===== src/rtl/mem_arbiter_pkg.sv =====
// Shared types for the two-requester memory arbiter: requester id and the
// read tag that travels alongside each in-flight memory read.
package mem_arbiter_pkg;

   localparam int NUM_REQ = 2;

   typedef logic req_id_t;

   typedef struct packed {
      logic    valid;
      req_id_t id;
      logic    err;
   } rd_tag_t;

endpackage


===== src/rtl/mem_arbiter_tag_pipe.sv =====
// Fixed-depth shift register of read tags; the tag leaving the last stage
// lines up with the memory read data of the operation that launched it.
module mem_arbiter_tag_pipe
   import mem_arbiter_pkg::*;
#(
   parameter int RD_LATENCY = 3
) (
   input  logic    clk,
   input  logic    clr,
   input  rd_tag_t tag_in,
   output rd_tag_t tag_out
);

   rd_tag_t stage_q [RD_LATENCY];

   always_ff @(posedge clk) begin
      if (clr) begin
         for (int i = 0; i < RD_LATENCY; i++) stage_q[i] <= '0;
      end else begin
         stage_q[0] <= tag_in;
         for (int i = 1; i < RD_LATENCY; i++) stage_q[i] <= stage_q[i-1];
      end
   end

   assign tag_out = stage_q[RD_LATENCY-1];

endmodule


===== src/rtl/mem_arbiter.sv =====
// Round-robin arbiter and sequencer for a single-port-pair memory.
// Optional out-of-range address checking: define MEM_ARBITER_ADDR_CHECK_EN.
module mem_arbiter
   import mem_arbiter_pkg::*;
#(
   parameter int DATA_WIDTH = 4,
   parameter int MEM_DEPTH  = 3,
   parameter int ADDR_WIDTH = $clog2(MEM_DEPTH),
   parameter int RD_LATENCY = 3
) (
   input  logic                                 clk,
   input  logic                                 reset,
   input  logic [NUM_REQ-1:0]                   req_valid,
   output logic [NUM_REQ-1:0]                   req_ready,
   input  logic [NUM_REQ-1:0]                   req_we,
   input  logic [NUM_REQ-1:0][ADDR_WIDTH-1:0]   req_addr,
   input  logic [NUM_REQ-1:0][DATA_WIDTH-1:0]   req_wdata,
   output logic [NUM_REQ-1:0]                   rsp_valid,
   output logic [DATA_WIDTH-1:0]                rsp_data,
   output logic                                 rsp_err,
   output logic                                 mem_wr_en,
   output logic [ADDR_WIDTH-1:0]                mem_wr_addr,
   output logic [DATA_WIDTH-1:0]                mem_wr_data,
   output logic                                 mem_rd_en,
   output logic [ADDR_WIDTH-1:0]                mem_rd_addr,
   input  logic [DATA_WIDTH-1:0]                mem_rd_data
);

   req_id_t                 prio;
   logic                    grant_p0;
   req_id_t                 grant_id_p0;
   logic                    sel_we_p0;
   logic [ADDR_WIDTH-1:0]   sel_addr_p0;
   logic [DATA_WIDTH-1:0]   sel_wdata_p0;
   logic                    addr_err_p0;
   rd_tag_t                 tag_p1;
   rd_tag_t                 tag_exit;

   // Stage p0: combinational grant, one-hot ready, selected request fields
   always_comb begin
      req_ready   = '0;
      grant_p0    = 1'b0;
      grant_id_p0 = prio;
      if (!reset) begin
         if (req_valid == 2'b11) begin
            grant_p0    = 1'b1;
            grant_id_p0 = prio;
         end else if (req_valid[0]) begin
            grant_p0    = 1'b1;
            grant_id_p0 = 1'b0;
         end else if (req_valid[1]) begin
            grant_p0    = 1'b1;
            grant_id_p0 = 1'b1;
         end
         if (grant_p0) req_ready[grant_id_p0] = 1'b1;
      end
   end

   assign sel_we_p0    = req_we[grant_id_p0];
   assign sel_addr_p0  = req_addr[grant_id_p0];
   assign sel_wdata_p0 = req_wdata[grant_id_p0];

`ifdef MEM_ARBITER_ADDR_CHECK_EN
   localparam logic [ADDR_WIDTH:0] DEPTH_LIM = (ADDR_WIDTH+1)'(MEM_DEPTH);
   assign addr_err_p0 = ({1'b0, sel_addr_p0} >= DEPTH_LIM);
`else
   assign addr_err_p0 = 1'b0;
`endif

   // Stage p1: registered memory command and the tag launched with it.
   // Erroring requests of either kind skip the memory but still return a tag.
   always_ff @(posedge clk) begin
      if (reset) begin
         prio        <= 1'b0;
         mem_wr_en   <= 1'b0;
         mem_rd_en   <= 1'b0;
         mem_wr_addr <= '0;
         mem_wr_data <= '0;
         mem_rd_addr <= '0;
         tag_p1      <= '0;
      end else begin
         mem_wr_en    <= grant_p0 && sel_we_p0 && !addr_err_p0;
         mem_rd_en    <= grant_p0 && !sel_we_p0 && !addr_err_p0;
         tag_p1.valid <= grant_p0 && (!sel_we_p0 || addr_err_p0);
         tag_p1.id    <= grant_id_p0;
         tag_p1.err   <= grant_p0 && addr_err_p0;
         if (grant_p0) prio <= ~grant_id_p0;
         if (grant_p0 && sel_we_p0 && !addr_err_p0) begin
            mem_wr_addr <= sel_addr_p0;
            mem_wr_data <= sel_wdata_p0;
         end
         if (grant_p0 && !sel_we_p0 && !addr_err_p0) mem_rd_addr <= sel_addr_p0;
      end
   end

   mem_arbiter_tag_pipe #(
      .RD_LATENCY (RD_LATENCY)
   ) u_tag_pipe (
      .clk     (clk),
      .clr     (reset),
      .tag_in  (tag_p1),
      .tag_out (tag_exit)
   );

   // Stage p2: tag exits together with memory data; route strobe by id
   always_ff @(posedge clk) begin
      if (reset) begin
         rsp_valid <= '0;
         rsp_data  <= '0;
         rsp_err   <= 1'b0;
      end else begin
         rsp_valid <= '0;
         rsp_err   <= 1'b0;
         if (tag_exit.valid) begin
            rsp_valid[tag_exit.id] <= 1'b1;
            rsp_err                <= tag_exit.err;
            rsp_data               <= tag_exit.err ? '0 : mem_rd_data;
         end
      end
   end

endmodule


===== config.mk =====
export PLATFORM = sky130hd
export DESIGN_NAME = mem_arbiter
export DESIGN_NICKNAME = d
export VERILOG_FILES = /design/src/rtl/mem_arbiter_pkg.sv /design/src/rtl/mem_arbiter_tag_pipe.sv /design/src/rtl/mem_arbiter.sv
export SDC_FILE = /design/constraint.sdc
export NUM_CORES = 1
export LEC_CHECK = 0
export BUFFER_PORTS_ARGS = -buffer_cell sky130_fd_sc_hd__buf_4
export CORE_MARGIN = 2
export CORE_UTILIZATION = 51
export CTS_BUF_LIST = sky130_fd_sc_hd__clkbuf_4 sky130_fd_sc_hd__clkbuf_8 sky130_fd_sc_hd__clkbuf_16
export DETAILED_ROUTE_END_ITERATION = 7
export PLACE_DENSITY = 0.83
export SYNTH_ARGS = -nofsm -noshare
export SYNTH_HDL_FRONTEND = slang
export SYNTH_HIERARCHICAL = 1
export SYNTH_SLANG_ARGS = --single-unit

===== constraint.sdc =====
create_clock -name clk -period 5.06 [get_ports clk]
set_clock_uncertainty 0.15 [all_clocks]
set_input_delay 1.265 -clock clk [delete_from_list [all_inputs] [get_ports clk]]
set_output_delay 1.265 -clock clk [all_outputs]
set_load 0.02 [all_outputs]

* Word level (Yosys, flattened, before mapping)
Memories as Yosys holds them, arrays and structs flattened.
Index checks and enable logic that the tools add are counted.
** Word-level totals
- Register bits :: 20
- Memory bits (writable) :: 9
- Bits of input ports :: 22
- Word-level logic and storage cells :: 58
- Memories :: 1
** Memory list
- u_tag_pipe.stage_q :: depth 3, width 3, read ports 3, clocked after memory_dff 0, write ports 3, line mem_arbiter_tag_pipe.sv:14 : rd_tag_t stage_q [RD_LATENCY];
** Cells by class
- Magnitude comparators :: 5
- Equal/unequal tests :: 1
- Multiplexer cells :: 29
- Bitwise logic cells :: 5
- Reduce and logical (&&, ||, !) cells :: 6
** Operator list (count)
- 1-bit two-way mux :: 17
- 4-bit two-way mux :: 3
- 3-bit two-way mux :: 3
- 2-bit two-way mux :: 4
- 1-bit by 2-bit < comparator with 1-bit output (second input constant) :: 3
- 1-bit logical AND :: 4
- 1-bit OR :: 3
- 1-bit demux with 1-bit select :: 2
- 2-bit == test (second input constant) :: 1
- 1-bit greater-or-equal comparator (second input constant) :: 2
- 1-bit inverter :: 2
- 2-bit OR reduction :: 1
- 1-bit zero test :: 1

* Depth between registers and ports, before layout
Gate-level depths: netlist (run 1).
- Depth in word-level cells :: 10
- Gate-level depth with buffers :: 6

* Hierarchy
Netlist (run 1), hierarchy kept.
** By module, submodules not included
- mem_arbiter :: times used 1, cells an instance 87, area an instance 850.8 um^2, sequential area each 380.4 um^2
- mem_arbiter_tag_pipe :: times used 1, cells an instance 21, area an instance 259.0 um^2, sequential area each 180.2 um^2

* Worst setup path after synthesis (run 1)
No wires, ideal clock.
- Kind :: input to output
- Start :: input reset
- End :: output req_ready[1]
- Arrival :: 2146 ps
- Setup slack :: 1499 ps
- Stages on the path :: 4
- Path buffers :: 3
- Path through :: buf_2 > clkbuf_1 > clkbuf_1 > nor2_1
** On the way
- Word-level cells in the longest chain between the ends :: 1
** Ends and longest elaborated chain
- start, declared :: line mem_arbiter.sv:12 : input logic reset,
- 2-bit two-way mux :: line mem_arbiter.sv:44 : if (!reset) begin
- end, declared :: line mem_arbiter.sv:14 : output logic [NUM_REQ-1:0] req_ready,
No other way between the ends.

* Worst setup path after layout (run 1)
- Start :: input req_valid[1]
- End :: output req_ready[0]
** On the way
- Word-level cells in the longest chain between the ends :: 10
- Elaborated cells on any way between the ends :: 16
** Ends and longest elaborated chain
- start, declared :: line mem_arbiter.sv:13 : input logic [NUM_REQ-1:0] req_valid,
- 1-bit two-way mux :: line mem_arbiter.sv:51 : end else if (req_valid[1]) begin
- 1-bit two-way mux :: line mem_arbiter.sv:48 : end else if (req_valid[0]) begin
- 1-bit two-way mux :: line mem_arbiter.sv:45 : if (req_valid == 2'b11) begin
- 1-bit two-way mux :: line mem_arbiter.sv:44
- 1-bit by 2-bit < comparator with 1-bit output (not written as such) / 1-bit greater-or-equal comparator (equally long branches) :: line mem_arbiter.sv:55 : if (grant_p0) req_ready[grant_id_p0] = 1'b1;
- 1-bit logical AND (not written as such) :: line mem_arbiter.sv:55
- 1-bit two-way mux (not written as such) :: line mem_arbiter.sv:55
- 1-bit demux with 1-bit select :: line mem_arbiter.sv:55
- 2-bit two-way mux (*) :: line mem_arbiter.sv:55
- 2-bit two-way mux (*) :: line mem_arbiter.sv:44
Every way passes the cells marked *; elsewhere a longest branch is shown, timed or not. The select of a mux whose other input is x is not followed.

==> results of run 1 <==
-- cells in the mapped netlist, drive strengths merged --
library cell  count  area share
a211oi            4       0.027
a21boi            1      0.0068
a21oi             6       0.027
a2bb2oi           2       0.047
a32o              2       0.018
and3b             2       0.016
buf               6       0.036
clkbuf            2      0.0068
conb              1      0.0034
dfxtp            28        0.51
inv               2      0.0068
mux2i             2       0.018
nand2             4       0.014
nand2b           10       0.070
nand3b            1      0.0068
nor2             10       0.034
nor2b            14       0.079
nor3b             1      0.0068
o221ai            2       0.027
o22ai             8       0.045
-- layer usage --
metal,GRT usage,routed length (µm),vias to the layer above
met5,0,0,-
met1,0.220,906,391
li1,-,-,444
met3,0.0268,115,4
met4,0.108,35,0
met2,0.309,1030,30
-- power by group through the flow --
stage,Sequential (mW),Combinational (mW),Clock (mW)
final,0.237,0.0776,0.145
after global routing,0.238,0.0841,0.156
after global placement,0.242,0.0758,0
after floorplan,0.248,0.0395,0
after detailed placement,0.242,0.0773,0
after CTS,0.237,0.0777,0.148
-- worst paths after layout --
kind | to | cells past startpoint
max | req_ready[0] | 4
min | rsp_valid[0]$_SDFF_PP0_ | 1
min reg2reg | rsp_valid[0]$_SDFF_PP0_ | 1
max reg2reg | mem_wr_data[0]$_SDFFE_PP0P_ | 4
-- logic make-up (layout without fill, tap and decap cells) --
kind of cell,Yosys count,in the layout,share of synthesized area
AND/OR/NAND/NOR,42,42,0.225
other,1,1,0.00338
AO/OA/AOI/OAI,25,25,0.198
multiplexers,2,2,0.0180
flip-flops,28,28,0.505
buffers and inverters,10,46,0.0496
-- layout make-up --
class / instances / area, µm²
flip-flops and latches: 28 / 561
fillers: 156 / 553
clock buffers: 3 / 22.5
well taps: 27 / 33.8
inverters: 2 / 7.51
multi-input cells: 70 / 494
clock inverters: 1 / 30.0
repair buffers: 40 / 300
-- registers in the layout, summed over array words and instances, names as in the netlist --
signal              cells
mem_wr_data             4
rsp_data                4
rsp_err                 1
tag_p1                  2
mem_rd_addr             2
rsp_valid               2
mem_wr_addr             2
mem_wr_en               1
prio                    1
u_tag_pipe/stage_q      9
-- per-stage QoR --
stage          hold slack, ns  setup WS, ns
3_3_place_gp            0.247          1.75
5_1_grt                 0.292          1.60
2_1_floorplan           0.264          1.50
3_5_place_dp            0.253          1.71
6_report                0.271          1.70
4_1_cts                 0.274          1.70
-- critical path: stages --
cell and delay (ns):
buf_4 0.13, a21boi_1 0.22, nor2b_1 0.17, buf_4 0.15
==> run summary, run 1 <==
Layout area overhead = 30.6%
vias in the first global route = 815
sequential-to-total area share from yosys stat = 0.505
Clock power frac = 0.316
Final nets = 167
via count = 869
critical path fanouts, max = 7
sequential share of power = 0.515
DIE AREA = 0.00257 mm²
drt wl/cell = 12.2 µm
# hold bufs at CTS = 0
Synth Register Bits = 28
GRT Util Overall = 0.183
MaxCap Viol Count = 0
port buffer count = 40
I/O pins = 41
total grt overflow = 0
Comb power frac = 0.169
Final Max Tran Viols = 0
vias per cell = 5.08
Req. time, crit path = 3.64 ns
Max Clock Freq = 298 MHz
Final min period = 3.36 ns
first-pass GRT wire length = 3530 µm
Post-Syn Nets = 130
initial antenna violation count = 0
critical path startpoint category = primary input
Max Buffers Root-to-Sink = 2
critical path arrival = 1.94 ns
gp weighted congestion = 0.744
cts repair resizes = 0
Util after Layout = 0.724
CP Capture Type = output pin
detailed-placement wirelength estimate = 1510 µm
Final Non-Filler Cells = 171
clock sinks = 28
Die Ht = 50.7 µm
Switching Fraction = 0.239
Peak supply drop = 215 µV
die width = 50.7 µm
largest net degree at the start of global routing = 36
dpl cells = 167
Initial Utilization = 0.554
total length of routed wires = 2090 µm
Post-CTS Repair Setup Buffers = 0
Worst Min Path Start = u_tag_pipe/stage_q[0][7]$_SDFF_PP0_
unrepaired setup endpoints after global routing = false
commonest non-fill, non-tap cell in the layout = buf_4
Psw = 0.110 mW
Setup violations, final = 0
CTS buffer count = 3
YS warnings = 6
worst-skew pair later-pin latency = 0.33 ns
share of layout cells above drive strength 1 = 0.368
pwr/cell area = 317 mW/mm²
Setup crit start = req_valid[1]
TritonCTS clock tree = built
Detail Route Antenna Nets = 0
fin area = 0.00145 mm²
FF-to-FF setup slack = 3.26 ns
row count = 16
DP Area = 0.00140 mm²
internal cell power = 0.350 mW
final worst-path cycle share = 0.664
worst min path class = reg -> reg
antenna cells = 0
H-tree Lvls = 1
Pleak = 0.629 nW
status = completed
initial DRC count = 4
Root Buffer = clkbuf_4
CP Class = in -> out
Core Area = 0.00200 mm²
RR Startpoint = prio$_SDFFE_PP0P_
TNS Setup = 0 ns
Avg Cell Area, Syn = 10.3 µm²
Syn Inst Count = 108
most frequent cells in the layout = buf_4 (40), dfxtp_1 (28), nor2b_1 (14)
clock slew at reported path FFs = 0.14 ns
Post-Syn Area = 0.00111 mm²
final count of hold timing violations = 0
Design Power = 0.460 mW
drt first pass iters = 4
Yosys cell types = 24
drt drc = 0
(Power assumes the default switching activity.)
==> run 2: changes to the inputs <==
CORE_UTILIZATION = 43   (was 51)
PLACE_DENSITY = 0.75   (was 0.83)
clock period = 2.9 ns   (was 5.06 ns; I/O delays follow)
==> run summary, run 2 (same netlist as run 1, synthesis figures left out) <==
Final min period = 2.30 ns
vias in the first global route = 751 (-7.9%)
vias per cell = 4.95 (-2.5%)
Util after Layout = 0.592 (-0.132)
max reg flops = 9 (unchanged)
Max Buffers Root-to-Sink = 2 (unchanged)
H-tree Lvls = 1 (unchanged)
via count = 862 (-0.81%)
cts repair resizes = 0 (unchanged)
Pleak = 0.629 nW (unchanged)
Peak supply drop = 314 µV (+46%)
Req. time, crit path = 2.03 ns (-1.61 ns)
TritonCTS clock tree = built
worst-skew pair later-pin latency = 0.31 ns (-0.02 ns)
pwr/cell area = 549 mW/mm² (+73%)
Setup crit start = req_valid[1]
most frequent cells in the layout = buf_4 (40), dfxtp_1 (28), nor2b_1 (14)
Final nets = 167 (unchanged)
final count of hold timing violations = 0 (unchanged)
MaxCap Viol Count = 0 (unchanged)
TNS Setup = 0 ns (unchanged)
worst min path class = reg -> reg
gp weighted congestion = 0.722 (-2.9%)
DIE AREA = 0.00300 mm² (+17%)
CP Class = in -> out
Max Clock Freq = 435 MHz
drt drc = 0 (unchanged)
drt wl/cell = 12.2 µm (-0.41%)
reg2reg path depth = 4 (unchanged)
port buffer count = 40 (unchanged)
row count = 18 (+2)
critical path startpoint category = primary input
die width = 54.8 µm (+8.2%)
critical path fanouts, max = 7 (unchanged)
I/O pins = 41 (unchanged)
Layout area overhead = 30.9%
Critical Path End = req_ready[0]
largest net degree at the start of global routing = 36 (unchanged)
status = completed
Setup violations, final = 0 (unchanged)
Core Area = 0.00245 mm² (+23%)
Die Ht = 54.8 µm (+8.2%)
GRT Util Overall = 0.155 (-0.0288)
# hold bufs at CTS = 0 (unchanged)
drt first pass iters = 3 (-1)
Fillers = 212 (+36%)
initial DRC count = 9 (+5)
Detail Route Antenna Nets = 0 (unchanged)
detailed-placement wirelength estimate = 1610 µm (+6.8%)
CTS buffer count = 3 (unchanged)
Post-CTS Repair Setup Buffers = 0 (unchanged)
antenna cells = 0 (unchanged)
unrepaired setup endpoints after global routing = false
Final Hold Slack = 0.270 ns (-0.00130 ns)
FF-to-FF setup slack = 1.14 ns (-2.12 ns)
final worst-path cycle share = 0.792
clock slew at reported path FFs = 0.14 ns (about the same)
reg-to-reg endpoint = mem_wr_data[0]$_SDFFE_PP0P_
total grt overflow = 0 (unchanged)
initial antenna violation count = 0 (unchanged)
CP Capture Type = output pin
first-pass GRT wire length = 3270 µm (-7.4%)
critical path arrival = 1.42 ns (-0.52 ns)
Reg with most FFs = u_tag_pipe/stage_q
Final Max Tran Viols = 0 (unchanged)
Root Buffer = clkbuf_4
total length of routed wires = 2120 µm (+1.3%)
biggest regs = u_tag_pipe/stage_q: 9 flops, mem_wr_data: 4 flops, rsp_data: 4 flops
Initial Utilization = 0.452 (-0.102)
commonest non-fill, non-tap cell in the layout = buf_4
clock sinks = 28 (unchanged)
share of layout cells above drive strength 1 = 0.368 (unchanged)
RR Startpoint = prio$_SDFFE_PP0P_
[run 2: cell counts in the layout (fill, tap and decap cells not counted)]
Identical to the previous run, type by type.
[run 2: metal layers]
layer,vias to the layer above,global-route usage,part of all wire
met5,-,0,0
met4,0,0.0625,0.0090
met3,2,0.0246,0.060
met2,26,0.268,0.49
met1,395,0.188,0.44
li1,439,-,-
[run 2: final cells by class]
| type | count | area, µm² | area share |
|---|---|---|---|
| flip-flops and latches | 28 | 561 | 0.386 |
| repair buffers | 40 | 300 | 0.207 |
| well taps | 30 | 37.5 | 0.0258 |
| clock buffers | 3 | 22.5 | 0.0155 |
| multi-input cells | 70 | 494 | 0.340 |
| clock inverters | 1 | 30.0 | 0.0207 |
| inverters | 2 | 7.51 | 0.00517 |
[run 2: worst min-delay path by stage]
stage / from / slack (ns) / end / depth (start not counted)
after global routing: u_tag_pipe/stage_q[0][7]$_SDFF_PP0_ / 0.28 / rsp_valid[0]$_SDFF_PP0_ / 1
after global placement: u_tag_pipe/stage_q[0][7]$_SDFF_PP0_ / 0.24 / rsp_valid[0]$_SDFF_PP0_ / 1
final: u_tag_pipe/stage_q[0][7]$_SDFF_PP0_ / 0.27 / rsp_valid[0]$_SDFF_PP0_ / 1
after floorplan: tag_p1[1]$_SDFF_PP0_ / 0.26 / u_tag_pipe/stage_q[0][1]$_SDFF_PP0_ / 1
after detailed placement: u_tag_pipe/stage_q[0][7]$_SDFF_PP0_ / 0.26 / rsp_valid[0]$_SDFF_PP0_ / 1
after CTS: u_tag_pipe/stage_q[0][7]$_SDFF_PP0_ / 0.28 / rsp_valid[0]$_SDFF_PP0_ / 1
[run 2: power by group]
group          total, mW  switching, mW  internal, mW  leakage (nW)
Combinational      0.135         0.0672        0.0678         0.373
Clock              0.249          0.109         0.140        0.0279
Sequential         0.414         0.0110         0.403         0.229
Total              0.798          0.187         0.611         0.629
[run 2: worst max-delay path, stage by stage]
cell	delay, ns
buf_4	0.14
a21boi_1	0.24
nor2b_1	0.17
buf_4	0.15
[run 2: through the flow]
step                      setup slack, ns  instance area [µm²]  total power, mW  instances
after floorplan                     0.419                 1110            0.502        108
after global placement              0.664                 1400            0.554        170
after detailed placement            0.603                 1400            0.559        170
after CTS                           0.591                 1450            0.803        174
after global routing                0.501                 1450            0.834        174
final                               0.602                 1450            0.798        174
==> run 3: changes to the inputs <==
clock period = 2.1 ns   (was 2.9 ns; I/O delays follow)
==> run summary, run 3 (same netlist as run 1, synthesis figures left out) <==
status = completed
most frequent cells in the layout = buf_4 (42), dfxtp_1 (27), nor2b_1 (14)
pwr/cell area = 755 mW/mm² (+37%)
drt drc = 0 (unchanged)
setup slack after layout = 0.119 ns (-0.483 ns)
Die Ht = 54.8 µm (unchanged)
Final Max Tran Viols = 0 (unchanged)
Pleak = 0.640 nW (+1.6%)
row count = 18 (unchanged)
clock sinks = 28 (unchanged)
clock slew at reported path FFs = 0.14 ns (about the same)
share of layout cells above drive strength 1 = 0.384 (+0.0155)
Max Clock Freq = 505 MHz
MaxCap Viol Count = 0 (unchanged)
port buffer count = 40 (unchanged)
Fillers = 209 (-1.4%)
Util after Layout = 0.598 (+0.00663)
busiest grt layer = met2
vias in the first global route = 821 (+9.3%)
vias per cell = 5.13 (+3.6%)
detailed-placement wirelength estimate = 1780 µm (+10%)
worst-skew pair later-pin latency = 0.32 ns (about the same)
Multi-input gate area = 494 µm² (unchanged)
commonest non-fill, non-tap cell in the layout = buf_4
Setup violations, final = 0 (unchanged)
critical path fanouts, max = 8 (+1)
biggest regs = u_tag_pipe/stage_q: 9 flops, mem_wr_data: 4 flops, rsp_data: 4 flops
Max Buffers Root-to-Sink = 2 (unchanged)
via count = 903 (+4.8%)
Final nets = 169 (+1.2%)
Initial Utilization = 0.452 (unchanged)
CP Capture Type = output pin
CP Class = reg -> out
initial antenna violation count = 0 (unchanged)
final worst-path cycle share = 0.943
Detail Route Antenna Nets = 0 (unchanged)
Post-CTS Repair Setup Buffers = 0 (unchanged)
Peak supply drop = 432 µV (+38%)
Req. time, crit path = 1.42 ns (-0.61 ns)
final count of hold timing violations = 0 (unchanged)
die width = 54.8 µm (unchanged)
M1 GR Usage = 0.195 (+0.00635)
TritonCTS clock tree = built
Root Buffer = clkbuf_4
Reg with most FFs = u_tag_pipe/stage_q
total grt overflow = 0 (unchanged)
pre-CTS setup slack = 0.204 ns (-0.399 ns)
antenna cells = 0 (unchanged)
max reg flops = 9 (unchanged)
worst min path class = in -> reg
initial DRC count = 8 (-1)
met3 usage in global routing = 0.0355 (+0.0109)
gp weighted congestion = 0.742 (+2.7%)
sequential cell area = 562 µm² (+0.22%)
Layout area overhead = 32.4%
I/O pins = 41 (unchanged)
critical path startpoint category = flop
Final Hold Slack = 0.269 ns (-0.000339 ns)
drt first pass iters = 4 (+1)
Design Power = 1.11 mW (+39%)
H-tree Lvls = 1 (unchanged)
Core Area = 0.00245 mm² (unchanged)
CTS buffer count = 3 (unchanged)
Final min period = 1.98 ns
TNS Setup = 0 ns (unchanged)
unrepaired setup endpoints after global routing = false
drt wl/cell = 13.1 µm (+7.5%)
critical path arrival = 1.31 ns (-0.11 ns)
total length of routed wires = 2300 µm (+8.7%)
GRT Util Overall = 0.174 (+0.0192)
largest net degree at the start of global routing = 24 (-33%)
GRT met2 Usage = 0.304 (+0.0357)
first-pass GRT wire length = 3610 µm (+10%)
DIE AREA = 0.00300 mm² (unchanged)
==> run 3: cell types whose count changed in the layout (fill, tap and decap cells not counted), sizes merged <==
| cell | delta |
|---|---|
| buf | +2 |
==> run 3: where the power goes <==
| group | switching (mW) | internal (mW) | total (mW) |
|---|---|---|---|
| Clock | 0.152 | 0.193 | 0.345 |
| Combinational | 0.0946 | 0.0968 | 0.191 |
| Sequential | 0.0154 | 0.557 | 0.572 |
| Total | 0.262 | 0.847 | 1.11 |
==> run 3: area by class of cell <==
type / count / area share
clock inverter: 1 / 0.0204
clock buffer: 3 / 0.0153
multi-input combinational: 70 / 0.336
timing repair buffer: 42 / 0.215
inverter: 2 / 0.00511
sequential: 28 / 0.382
tap: 30 / 0.0256
==> run 3: metal layers <==
metal / wire (µm) / vias up / part of all wire
met1: 961 / 417 / 0.42
met5: 0 / - / 0
met4: 60 / 0 / 0.026
met3: 157 / 7 / 0.068
met2: 1120 / 33 / 0.49
li1: - / 446 / -
==> run 3: stage by stage <==
stage | instance area [µm²] | std cells
after floorplan | 1110 | 108
after global routing | 1470 | 176
after global placement | 1420 | 172
after CTS | 1470 | 176
final | 1470 | 176
after detailed placement | 1420 | 172
==> run 3: final timing paths <==
kind	startpoint	slack, ns	cells past startpoint	to
worst max register to register	prio$_SDFFE_PP0P_	0.57	4	mem_wr_data[1]$_SDFFE_PP0P_
worst min register to register	u_tag_pipe/stage_q[0][7]$_SDFF_PP0_	0.27	1	rsp_valid[0]$_SDFF_PP0_
worst max-delay path	prio$_SDFFE_PP0P_	0.12	3	req_ready[0]
worst min-delay path	mem_rd_data[1]	0.27	3	rsp_data[1]$_SDFFE_PP0P_
==> run 3: worst max-delay path: stages (launching register included) <==
cell      delay, ns
dfxtp_2        0.41
a21boi_1       0.22
nor2b_1        0.19
buf_4          0.16
==> run 3: timing repair <==
item	4_1_cts	5_1_grt
endpoints found under the setup margin	1	0
hold buffers	0	0
gates resized for setup	1	0
